File: config.mk
export PLATFORM = sky130hd
export DESIGN_NAME = shift_reg_universal_flat
export DESIGN_NICKNAME = d
export VERILOG_FILES = /design/src/rtl/shift_reg_universal_if.sv /design/src/rtl/shift_reg_universal.sv /design/src/flat_wrapper.sv
export SDC_FILE = /design/constraint.sdc
export NUM_CORES = 1
export LEC_CHECK = 0
export BUFFER_PORTS_ARGS = -buffer_cell sky130_fd_sc_hd__buf_2
export CORE_MARGIN = 8
export CORE_UTILIZATION = 32
export CTS_CLUSTER_DIAMETER = 100
export DETAILED_ROUTE_END_ITERATION = 7
export MAX_ROUTING_LAYER = met4
export RECOVER_POWER = 25
export SETUP_SLACK_MARGIN = 0.4
export SYNTH_ARGS = -nofsm -noshare
export SYNTH_HDL_FRONTEND = slang
export SYNTH_SLANG_ARGS = --single-unit
export TNS_END_PERCENT = 10
File: constraint.sdc
create_clock -name clk -period 1.3 [get_ports clk]
set_clock_uncertainty 0.05 [all_clocks]
set_input_delay 0.26 -clock clk [delete_from_list [all_inputs] [get_ports clk]]
set_output_delay 0.26 -clock clk [all_outputs]
set_load 0.05 [all_outputs]
File: src/rtl/shift_reg_universal_if.sv
// Bus bundle for shift_reg_universal: control/data inputs plus register, serial and counter outputs.
interface shift_reg_universal_if #(
  parameter int WIDTH = 8,
  parameter int STEP  = 1
) ();
  localparam int NSTEP = WIDTH / STEP;
  localparam int CNT_W = (NSTEP > 1) ? $clog2(NSTEP) : 1;

  logic             en;
  logic [2:0]       mode;
  logic [WIDTH-1:0] d;
  logic [STEP-1:0]  sin_l;
  logic [STEP-1:0]  sin_r;
  logic [WIDTH-1:0] q;
  logic [STEP-1:0]  sout_l;
  logic [STEP-1:0]  sout_r;
  logic [CNT_W-1:0] shift_cnt;
  logic             word_done;

  modport master (
    output en, mode, d, sin_l, sin_r,
    input  q, sout_l, sout_r, shift_cnt, word_done
  );

  modport slave (
    input  en, mode, d, sin_l, sin_r,
    output q, sout_l, sout_r, shift_cnt, word_done
  );
endinterface

File: src/rtl/shift_reg_universal.sv
// Universal shift register: hold, shift/rotate L/R, arithmetic shift R, load, clear,
// STEP bits per operation, with a word-completion counter for SerDes framing.
module shift_reg_universal #(
  parameter int WIDTH = 8,
  parameter int STEP  = 1
) (
  input  logic                  clk,
  input  logic                  reset_n,
  shift_reg_universal_if.slave  bus
);
  localparam int NSTEP = WIDTH / STEP;
  localparam int CNT_W = (NSTEP > 1) ? $clog2(NSTEP) : 1;
  localparam logic [CNT_W-1:0] LAST = CNT_W'(NSTEP - 1);

  generate
    if (WIDTH < 2 || STEP < 1 || STEP >= WIDTH || (WIDTH % STEP) != 0) begin : g_bad_params
      $error("shift_reg_universal: illegal WIDTH=%0d / STEP=%0d", WIDTH, STEP);
    end
  endgenerate

  typedef enum logic [2:0] {
    MODE_HOLD  = 3'b000,
    MODE_SHL   = 3'b001,
    MODE_SHR   = 3'b010,
    MODE_ROL   = 3'b011,
    MODE_ROR   = 3'b100,
    MODE_LOAD  = 3'b101,
    MODE_CLEAR = 3'b110,
    MODE_ASR   = 3'b111
  } mode_t;

  mode_t            mode;
  logic [WIDTH-1:0] q_r;
  logic [WIDTH-1:0] q_next;
  logic [CNT_W-1:0] cnt_r;
  logic             done_r;
  logic             shift_op;
  logic             clr_cnt;
  logic             wrap;

  assign mode = mode_t'(bus.mode);

  always_comb begin
    q_next   = q_r;
    shift_op = 1'b0;
    clr_cnt  = 1'b0;
    case (mode)
      MODE_HOLD:  q_next = q_r;
      MODE_SHL: begin
        q_next   = {q_r[WIDTH-1-STEP:0], bus.sin_l};
        shift_op = 1'b1;
      end
      MODE_SHR: begin
        q_next   = {bus.sin_r, q_r[WIDTH-1:STEP]};
        shift_op = 1'b1;
      end
      MODE_ROL: begin
        q_next   = {q_r[WIDTH-1-STEP:0], q_r[WIDTH-1 -: STEP]};
        shift_op = 1'b1;
      end
      MODE_ROR: begin
        q_next   = {q_r[STEP-1:0], q_r[WIDTH-1:STEP]};
        shift_op = 1'b1;
      end
      MODE_LOAD: begin
        q_next  = bus.d;
        clr_cnt = 1'b1;
      end
      MODE_CLEAR: begin
        q_next  = '0;
        clr_cnt = 1'b1;
      end
      MODE_ASR: begin
        q_next   = {{STEP{q_r[WIDTH-1]}}, q_r[WIDTH-1:STEP]};
        shift_op = 1'b1;
      end
      default: q_next = q_r;
    endcase
  end

  assign wrap = shift_op && (cnt_r == LAST);

  // word_done is updated regardless of en so the pulse never outlives one cycle
  always_ff @(posedge clk or negedge reset_n) begin
    if (!reset_n) begin
      q_r    <= '0;
      cnt_r  <= '0;
      done_r <= 1'b0;
    end else begin
      done_r <= bus.en & wrap;
      if (bus.en) begin
        q_r <= q_next;
        if (clr_cnt || wrap) begin
          cnt_r <= '0;
        end else if (shift_op) begin
          cnt_r <= cnt_r + CNT_W'(1);
        end
      end
    end
  end

  assign bus.q         = q_r;
  assign bus.sout_l    = q_r[WIDTH-1 -: STEP];
  assign bus.sout_r    = q_r[STEP-1:0];
  assign bus.shift_cnt = cnt_r;
  assign bus.word_done = done_r;
endmodule

File: src/flat_wrapper.sv
// flat-port wrapper written by rule: the top's interface ports become plain ports
module shift_reg_universal_flat 
#(
  parameter int WIDTH = 8,
  parameter int STEP  = 1
)
  (clk, reset_n, bus_en, bus_mode, bus_d, bus_sin_l, bus_sin_r, bus_q, bus_sout_l, bus_sout_r, bus_shift_cnt, bus_word_done);
  shift_reg_universal_if #(.WIDTH(WIDTH), .STEP(STEP)) bus_i ();
  input  logic clk;
  input  logic reset_n;
  input wire logic [$bits(bus_i.en)-1:0] bus_en;
  input wire logic [$bits(bus_i.mode)-1:0] bus_mode;
  input wire logic [$bits(bus_i.d)-1:0] bus_d;
  input wire logic [$bits(bus_i.sin_l)-1:0] bus_sin_l;
  input wire logic [$bits(bus_i.sin_r)-1:0] bus_sin_r;
  output wire logic [$bits(bus_i.q)-1:0] bus_q;
  output wire logic [$bits(bus_i.sout_l)-1:0] bus_sout_l;
  output wire logic [$bits(bus_i.sout_r)-1:0] bus_sout_r;
  output wire logic [$bits(bus_i.shift_cnt)-1:0] bus_shift_cnt;
  output wire logic [$bits(bus_i.word_done)-1:0] bus_word_done;
  assign bus_i.en = bus_en;
  assign bus_i.mode = bus_mode;
  assign bus_i.d = bus_d;
  assign bus_i.sin_l = bus_sin_l;
  assign bus_i.sin_r = bus_sin_r;
  assign bus_q = bus_i.q;
  assign bus_sout_l = bus_i.sout_l;
  assign bus_sout_r = bus_i.sout_r;
  assign bus_shift_cnt = bus_i.shift_cnt;
  assign bus_word_done = bus_i.word_done;
  shift_reg_universal #(.WIDTH(WIDTH), .STEP(STEP)) u_core (.clk(clk), .reset_n(reset_n), .bus(bus_i));
endmodule
==> flow_metrics.tcl, run 1 <==
set metrics [dict create \
    status "finished, final reports clean" \
    finalHoldViolations 0 \
    tightest_slew_ns 0.652 \
    yosysMostFrequentCell "a21oi_1" \
    crit_arrival_ns 0.87 \
    maxCapViolCount 0 \
    synthArstFlopShare_pct 100 \
    antenna_found_initial 0 \
    synth_area_leaders "dfrtp_1, a21oi_1, mux2_2" \
    synth_top_area_share_pct 35.5 \
    drive_above_1_share_pct 49.3 \
    grt_pass1_vias 865 \
    htree_levels 1 \
    synth.net_count 115 \
    leakage_nw 0.546 \
    synth.area.mux_share_pct 10.5 \
    avgSynthCellArea_um2 8.72 \
    critical_path.max_fanout 3 \
    finalPower_mw 1.74 \
    clock_latency_ns 0.27 \
    cts-root-buf "clkbuf_4" \
    gp_congestion 0.812 \
    maxSlewHeadroom_pct 56.5 \
    design.core.area_um2 2500 \
    final-max-slew-violation-count 0 \
    tns_ns 0 \
    drtIter0Drc 27 \
    startpoint_type "register" \
    crit_type "reg2out" \
    hp-class "in2reg" \
    crit_buf_inv 1 \
    antennaDiodeCount 0 \
    grt_pass1_wl_um 3870 \
    synth_area_um2 846 \
    grt_max_degree 13 \
    wl_per_cell_um 14.1 \
    yosysWarnings 0 \
    synth_top_family_by_area "compound AO/OA/AOI/OAI gates" \
    synthSimpleGateAreaFrac_pct 16.7 \
    worstSetupEndpointType "output pin" \
    cts_sinks 12 \
    die_w_um 67.4 \
    fmax_mhz 850 \
    finalWorstSetupSlack_ns 0.123 \
    place_area_um2 1040 \
    period_needed_ns 1.18 \
    layout.nets 157 \
    first_pass_iters 4 \
    start_util_pct 33.8 \
    hold_slack_ns 0.244 \
    max_stage_delay_ns 0.44 \
    clk_pin_slew_ns 0.07 \
    timing.final.crit_share_pct 90.5 \
    peakVddDrop_v 0.000630 \
    synth_adder_area_share_pct 2.96 \
    synth_cells 97 \
    synth.top_cells.by_count "a21oi_1, nand2_1, dfrtp_1, nor2_1, mux2_2" \
    clock_path_buffers 2 \
    synth_seq_cells 12 \
    num_rows 18 \
    synth_edf_count 0 \
    dpl.hpwl_um 1730 \
    rrSetupSlack_ns 0.14 \
    crit_slowest_cell "dfrtp_2" \
    grt.total_usage_pct 11.0 \
    ios 30 \
    seq_area_frac_synth_pct 35.5 \
    place_ws_ns -0.0955 \
    setup_viol 0 \
    drc 0 \
    power_density_nw_per_um2 1400 \
    route.antenna.remaining_nets 0 \
    cts_made_buffers 3 \
    synth_cell_types 27 \
    synth_compound_area_share_pct 24.1 \
    ys_dominant_reg_cell "dfrtp_1" \
    io_buffers 29 \
    final_area_um2 1240 \
    fp.dieH_um 67.4 \
    grt-ovfl-total 0 \
    die-area_um2 4540 \
    wirelength_um 2380 \
    nFillCells 246 \
    rsz0062_at_grt "true" \
    path_cells "buf_6" \
    synth_xor_area_share_pct 1.04 \
    required_ns 0.99 \
    vias_per_cell 5.20 \
    synth_top_area_cell "dfrtp_1" \
    critPathTopFamily "flip-flops" \
    cts_tree "built" \
    num_vias 873 \
    syn2layout_area_growth_pct 46.4 \
]
==> through the flow <==
| stage | std cells | util (%) |
|---|---|---|
| floorplan | 97 | - |
| global placement | 153 | 41.5 |
| detailed placement | 153 | 41.5 |
| CTS | 167 | 49.0 |
| global route | 168 | 49.5 |
| finish | 168 | 49.5 |
==> sequential cells by signal, summed over array words and instances, names as in the netlist <==
name                  flops
u_core.bus.q              8
u_core.bus.shift_cnt      3
u_core.bus.word_done      1
==> cells by family (layout without fill, tap and decap cells) <==
| group | Yosys count | in the layout |
|---|---|---|
| AOI/OAI and AO/OA | 33 | 33 |
| and+or+nand+nor | 30 | 30 |
| DFF | 12 | 12 |
| buffers and inverters | 11 | 52 |
| muxes | 8 | 8 |
| adders and majority gates | 2 | 2 |
| xor gates and xnor gates | 1 | 1 |
==> final timing paths <==
kind | end | cells after the start | startpoint
min | u_core.bus.q[0]$_DFFE_PN0P_ | 3 | bus_mode[0]
max in group asynchronous | u_core.bus.q[0]$_DFFE_PN0P_ | 2 | reset_n
max | bus_shift_cnt[1] | 1 | u_core.bus.shift_cnt[1]$_DFFE_PN0P_
max reg2reg | u_core.bus.shift_cnt[0]$_DFFE_PN0P_ | 4 | u_core.bus.shift_cnt[1]$_DFFE_PN0P_
min reg2reg | u_core.bus.shift_cnt[2]$_DFFE_PN0P_ | 1 | u_core.bus.shift_cnt[2]$_DFFE_PN0P_
min in group asynchronous | u_core.bus.q[5]$_DFFE_PN0P_ | 2 | reset_n
==> layer usage <==
| layer | GRT usage, % | up-vias | part of all wire (%) |
|---|---|---|---|
| met3 | 1.99 | 2 | 7.3 |
| met5 | - | - | 0 |
| met1 | 13.6 | 421 | 45 |
| met2 | 17.2 | 26 | 47 |
| met4 | 4.70 | 0 | 1.1 |
| li1 | - | 424 | - |
==> what timing repair did <==
action | 4_1_cts | 5_1_grt
pin swaps | 1 | 1
buffers inserted | 9 | 1
endpoints found under the hold margin | 12 | 0
hold buffers | 1 | 0
cloned | 0 | 0
setup endpoints to repair | 26 | 26
gates resized for setup | 28 | 4
==> power breakdown <==
part / total, mW / switching [mW] / internal, mW
logic: 0.942 / 0.541 / 0.401
registers: 0.555 / 0.0958 / 0.459
clock network: 0.240 / 0.121 / 0.119
total: 1.74 / 0.758 / 0.979
==> placed cells by master (no fill, tap or decap), drive strengths merged, types with 2 or more instances in the layout <==
cell,count
clkbuf,5
buf,45
nand2,14
o21ai,5
a31oi,6
ha,2
dfrtp,12
a22o,2
nor2,8
a21oi,17
mux2,7
nand3b,4
==> cell type report <==
| cell class | instances | area [µm²] | area share (%) |
|---|---|---|---|
| Clock buffer | 4 | 26.3 | 2.12 |
| Inverter | 1 | 3.75 | 0.303 |
| Sequential cell | 12 | 308 | 24.8 |
| Tap cell | 30 | 37.5 | 3.03 |
| Multi-Input combinational cell | 74 | 500 | 40.4 |
| Timing Repair Buffer | 47 | 363 | 29.3 |
Note: power is estimated with default switching activity, not from simulation.
==> run 2, diff against run 1 <==
Settings changed: CORE_MARGIN 8 to 4, CORE_UTILIZATION 32 to 40, PLACE_DENSITY set to 0.66, SLEW_MARGIN set to 15.
==> flow_metrics.tcl, run 2 (same netlist as run 1, synthesis figures left out) <==
set metrics [dict create \
    status "finished, final reports clean" \
    grt.total_usage_pct 18.1 \
    tightest_slew_ns 0.670 \
    critPathTopFamily "flip-flops" \
    maxSlewHeadroom_pct 55.3 \
    rrSetupSlack_ns 0.11 \
    htree_levels 1 \
    cts_made_buffers 3 \
    largest_reg_flops 8 \
    io_buffers 29 \
    dpl.hpwl_um 1660 \
    num_vias 878 \
    gp_congestion 0.813 \
    drc 0 \
    final_cell_mix "buf_4, a21oi_1, buf_2, buf_6, nand2_1" \
    timing.final.crit_share_pct 92.2 \
    num_rows 16 \
    period_needed_ns 1.20 \
    finalHoldViolations 0 \
    hp-class "in2reg" \
    setup_viol 0 \
    whs_path_depth 2 \
    required_ns 0.99 \
    start_util_pct 42.7 \
    route.antenna.remaining_nets 0 \
    vias_per_cell 5.29 \
    drtIter0Drc 24 \
    wirelength_um 2410 \
    leakage_nw 0.561 \
    worstHoldEndpoint "u_core.bus.q[7]$_DFFE_PN0P_" \
    cts-root-buf "clkbuf_4" \
    grt_max_degree 14 \
    first_pass_iters 4 \
    final-max-slew-violation-count 0 \
    clk_pin_slew_ns 0.08 \
    tns_ns 0 \
    timing.rr.end "u_core.bus.shift_cnt[0]$_DFFE_PN0P_" \
    crit_buf_inv 1 \
    ios 30 \
    grt_pass1_wl_um 3670 \
    critical_path.max_fanout 3 \
    clock_latency_ns 0.28 \
    die_w_um 54.0 \
    wl_per_cell_um 14.5 \
    finalPower_mw 1.80 \
    antennaDiodeCount 0 \
    rsz0062_at_grt "true" \
    peakVddDrop_v 0.000763 \
    cts_sinks 12 \
    mostFrequentLayoutCell "buf_4" \
    drive_above_1_share_pct 49.6 \
    cts_tree "built" \
    syn2layout_area_growth_pct 48.7 \
    die-area_um2 2910 \
    hp-start "bus_en" \
    crit_arrival_ns 0.89 \
    crit_slowest_cell "dfrtp_2" \
    antenna_found_initial 0 \
    r2r-start "u_core.bus.shift_cnt[0]$_DFFE_PN0P_" \
    startpoint_type "register" \
    maxCapViolCount 0 \
    worstSetupEndpointType "output pin" \
    crit_type "reg2out" \
    fmax_mhz 834 \
    layout.nets 158 \
    max_stage_delay_ns 0.45 \
    grt_pass1_vias 805 \
    clock_path_buffers 2 \
    reg2reg_depth 4 \
    grt-ovfl-total 0 \
    fp.dieH_um 54.0 \
    path_cells "buf_6" \
    power_density_nw_per_um2 1430 \
    design.core.area_um2 1980 \
]
[run 2: cell types whose count changed in the layout (fill, tap and decap cells not counted), sizes merged]
cell	delta
buf	+1
[run 2: per-stage QoR]
stage	hold WS [ns]	setup WS (ns)	utilization, %	area (µm²)	std cells
2_1_floorplan	-0.0856	0.00129	-	877	97
3_3_place_gp	0.103	-0.0485	52.2	1030	150
3_5_place_dp	0.107	-0.0706	52.2	1030	150
4_1_cts	0.289	0.0987	61.3	1210	164
5_1_grt	0.304	0.0759	63.4	1260	166
6_report	0.292	0.102	63.4	1260	166
[run 2: worst max path at each step]
| stage | startpoint | endpoint | slack [ns] | depth (start not counted) |
|---|---|---|---|---|
| 2_1_floorplan | u_core.bus.shift_cnt[1]$_DFFE_PN0P_ | u_core.bus.shift_cnt[0]$_DFFE_PN0P_ | 0.001 | 4 |
| 3_3_place_gp | bus_mode[2] | u_core.bus.q[4]$_DFFE_PN0P_ | -0.05 | 6 |
| 3_5_place_dp | bus_mode[1] | u_core.bus.q[7]$_DFFE_PN0P_ | -0.07 | 5 |
| 4_1_cts | u_core.bus.shift_cnt[1]$_DFFE_PN0P_ | bus_shift_cnt[1] | 0.1 | 1 |
| 5_1_grt | u_core.bus.q[7]$_DFFE_PN0P_ | u_core.bus.q[0]$_DFFE_PN0P_ | 0.08 | 5 |
| 6_report | u_core.bus.shift_cnt[0]$_DFFE_PN0P_ | bus_shift_cnt[0] | 0.10 | 1 |
[run 2: power by group]
part	total [mW]	switching, mW	internal [mW]	leakage [nW]
combinational	1.01	0.573	0.434	0.404
sequential	0.540	0.0837	0.457	0.141
clock	0.255	0.136	0.119	0.0150
[run 2: area by class of cell]
cell class	instances	area (µm²)
multi-input cells	74	510
flip-flops and latches	12	305
inverters	1	3.75
well taps	27	33.8
repair buffers	48	378
fillers	160	724
clock buffers	4	26.3
[run 2: layer usage]
metal	wire [µm]	global-route usage [%]	share of wire (%)	vias to the layer above
met5	0	-	0	-
met4	13	6.22	0.54	0
met3	170	2.49	7.1	3
met2	1180	28.6	49	46
met1	1040	23.6	43	404
li1	-	-	-	425
[run 2: timing repair]
action / in CTS / in global routing
hold buffers: 1 / 0
buffers inserted: 9 / 2
pin swaps: 0 / 5
resized for setup: 25 / 10
hold endpoints to repair: 12 / 0
endpoints found under the setup margin: 26 / 26
==> run 3, diff against run 2 <==
Settings changed: SETUP_SLACK_MARGIN 0.4 to 0.15.
==> flow_metrics.tcl, run 3 (same netlist as run 1, synthesis figures left out) <==
set metrics [dict create \
    period_needed_ns 1.21 \
    critPathTopFamily "flip-flops" \
    crit_buf_inv 1 \
    power_density_nw_per_um2 1480 \
    grt_max_degree 13 \
    cts_made_buffers 3 \
    htree_levels 1 \
    clockPowerShare_pct 17.8 \
    largest_reg_flops 8 \
    clock_latency_ns 0.28 \
    crit_arrival_ns 0.90 \
    rsz0062_at_grt "true" \
    max_stage_delay_ns 0.43 \
    die-area_um2 2910 \
    path_cells "buf_6" \
    grt_pass1_wl_um 3550 \
    final_cell_mix "a21oi_1, buf_2, nand2_1" \
    clk_pin_slew_ns 0.08 \
    whs_path_depth 2 \
    start_util_pct 42.7 \
    nFillCells 178 \
    drtIter0Drc 15 \
    design.core.area_um2 1980 \
    finalHoldViolations 0 \
    setup_viol 0 \
    cts-root-buf "clkbuf_4" \
    cp.depth 1 \
    grt.total_usage_pct 17.3 \
    vias_per_cell 5.31 \
    maxSlewHeadroom_pct 53.6 \
    maxCapViolCount 0 \
    num_vias 829 \
    multi_input_area_um2 500 \
    instances_no_fill 156 \
    wirelength_um 2150 \
    die_w_um 54.0 \
    final-max-slew-violation-count 0 \
    io_buffers 29 \
    antenna_found_initial 0 \
    intPower_mw 0.983 \
    peakVddDrop_v 0.000859 \
    fp.dieH_um 54.0 \
    hp-class "in2reg" \
    timing.final.crit_share_pct 93.4 \
    cts_tree "built" \
    critical_path.max_fanout 5 \
    num_rows 16 \
    layout.nets 148 \
    fin_util_pct 59.5 \
    reg2reg_depth 4 \
    syn2layout_area_growth_pct 39.5 \
    crit_slowest_cell "dfrtp_1" \
    required_ns 0.99 \
    ios 30 \
    dpl.hpwl_um 1510 \
    comb_power_share_pct 49.0 \
    crit_type "reg2out" \
    cts_sinks 12 \
    swShare_pct 43.6 \
    worstSetupEndpointType "output pin" \
    route.antenna.remaining_nets 0 \
    grt_pass1_vias 779 \
    layout.area.seq_um2 310 \
    mostFrequentLayoutCell "a21oi_1" \
    drive_above_1_share_pct 48.1 \
    status "finished, final reports clean" \
    switchingPower_mw 0.761 \
    antennaDiodeCount 0 \
    power_frac_seq_pct 33.2 \
    gp_congestion 0.811 \
    fmax_mhz 824 \
    wl_per_cell_um 13.8 \
    first_pass_iters 4 \
    tightest_slew_ns 0.695 \
    clock_path_buffers 2 \
    grt-ovfl-total 0 \
    leakage_nw 0.506 \
    drc 0 \
    dp_cells 150 \
    startpoint_type "register" \
]
run 3: cell count changes in the layout (fill, tap and decap cells not counted):
| cell | delta |
|---|---|
| o21ai_1 | -2 |
| mux2_2 | +1 |
| clkbuf_1 | -1 |
| o21ai_0 | +2 |
| nand2_1 | +1 |
| dfrtp_2 | +4 |
| a21oi_1 | +1 |
| nand2_2 | -1 |
| clkbuf_8 | +1 |
| buf_4 | -8 |
| dfrtp_1 | -4 |
| mux2_4 | -1 |
| a21oi_2 | -1 |
| buf_6 | -2 |
run 3: final timing paths:
| check | slack, ns | to | startpoint |
|---|---|---|---|
| min | 0.30 | u_core.bus.q[7]$_DFFE_PN0P_ | bus_en |
| min in group asynchronous | 0.48 | u_core.bus.q[4]$_DFFE_PN0P_ | reset_n |
| max reg2reg | 0.13 | u_core.bus.shift_cnt[0]$_DFFE_PN0P_ | u_core.bus.shift_cnt[1]$_DFFE_PN0P_ |
| max in group asynchronous | 0.24 | u_core.bus.q[0]$_DFFE_PN0P_ | reset_n |
| max | 0.09 | bus_q[5] | u_core.bus.q[5]$_DFFE_PN0P_ |
| min reg2reg | 0.54 | u_core.bus.shift_cnt[1]$_DFFE_PN0P_ | u_core.bus.shift_cnt[1]$_DFFE_PN0P_ |
run 3: cell type report:
class	count	area share, %
clock buffers	4	3.08
inverters	1	0.318
multi-input cells	74	42.4
flip-flops and latches	12	26.3
well taps	27	2.86
repair buffers	38	25.0
run 3: power by group through the flow:
stage / clock [mW] / combinational [mW] / sequential [mW]
after global routing: 0.331 / 0.911 / 0.594
final: 0.310 / 0.855 / 0.579
after global placement: 0 / 0.717 / 0.558
after detailed placement: 0 / 0.729 / 0.563
after floorplan: 0 / 0.300 / 0.822
after CTS: 0.314 / 0.852 / 0.576
run 3: stage by stage:
| step | power, mW | hold WS [ns] | setup WS (ns) | setup TNS (ns) | cell area [µm²] |
|---|---|---|---|---|---|
| after detailed placement | 1.29 | 0.112 | -0.0571 | -0.280 | 1030 |
| final | 1.74 | 0.299 | 0.0859 | 0 | 1180 |
| after global placement | 1.28 | 0.105 | -0.0417 | -0.206 | 1030 |
| after CTS | 1.74 | 0.291 | 0.0845 | 0 | 1170 |
| after floorplan | 1.12 | -0.0856 | 0.00105 | 0 | 877 |
| after global routing | 1.84 | 0.312 | 0.0530 | 0 | 1180 |
run 3: routing by layer:
metal,track usage [%],vias to the layer above,part of all wire [%],wire length (µm)
met3,3.32,4,5.6,120
met4,7.47,0,1.4,30
met5,-,-,0,0
li1,-,404,-,-
met2,24.6,27,47,1020
met1,23.7,394,46,983
run 3: timing repair:
| item | 4_1_cts | 5_1_grt |
|---|---|---|
| endpoints found under the setup margin | 17 | 22 |
| hold buffers | 1 | 0 |
| endpoints found under the hold margin | 12 | 0 |
| buffers inserted | 1 | 0 |
| resized for setup | 29 | 3 |
| pin swaps | 0 | 0 |
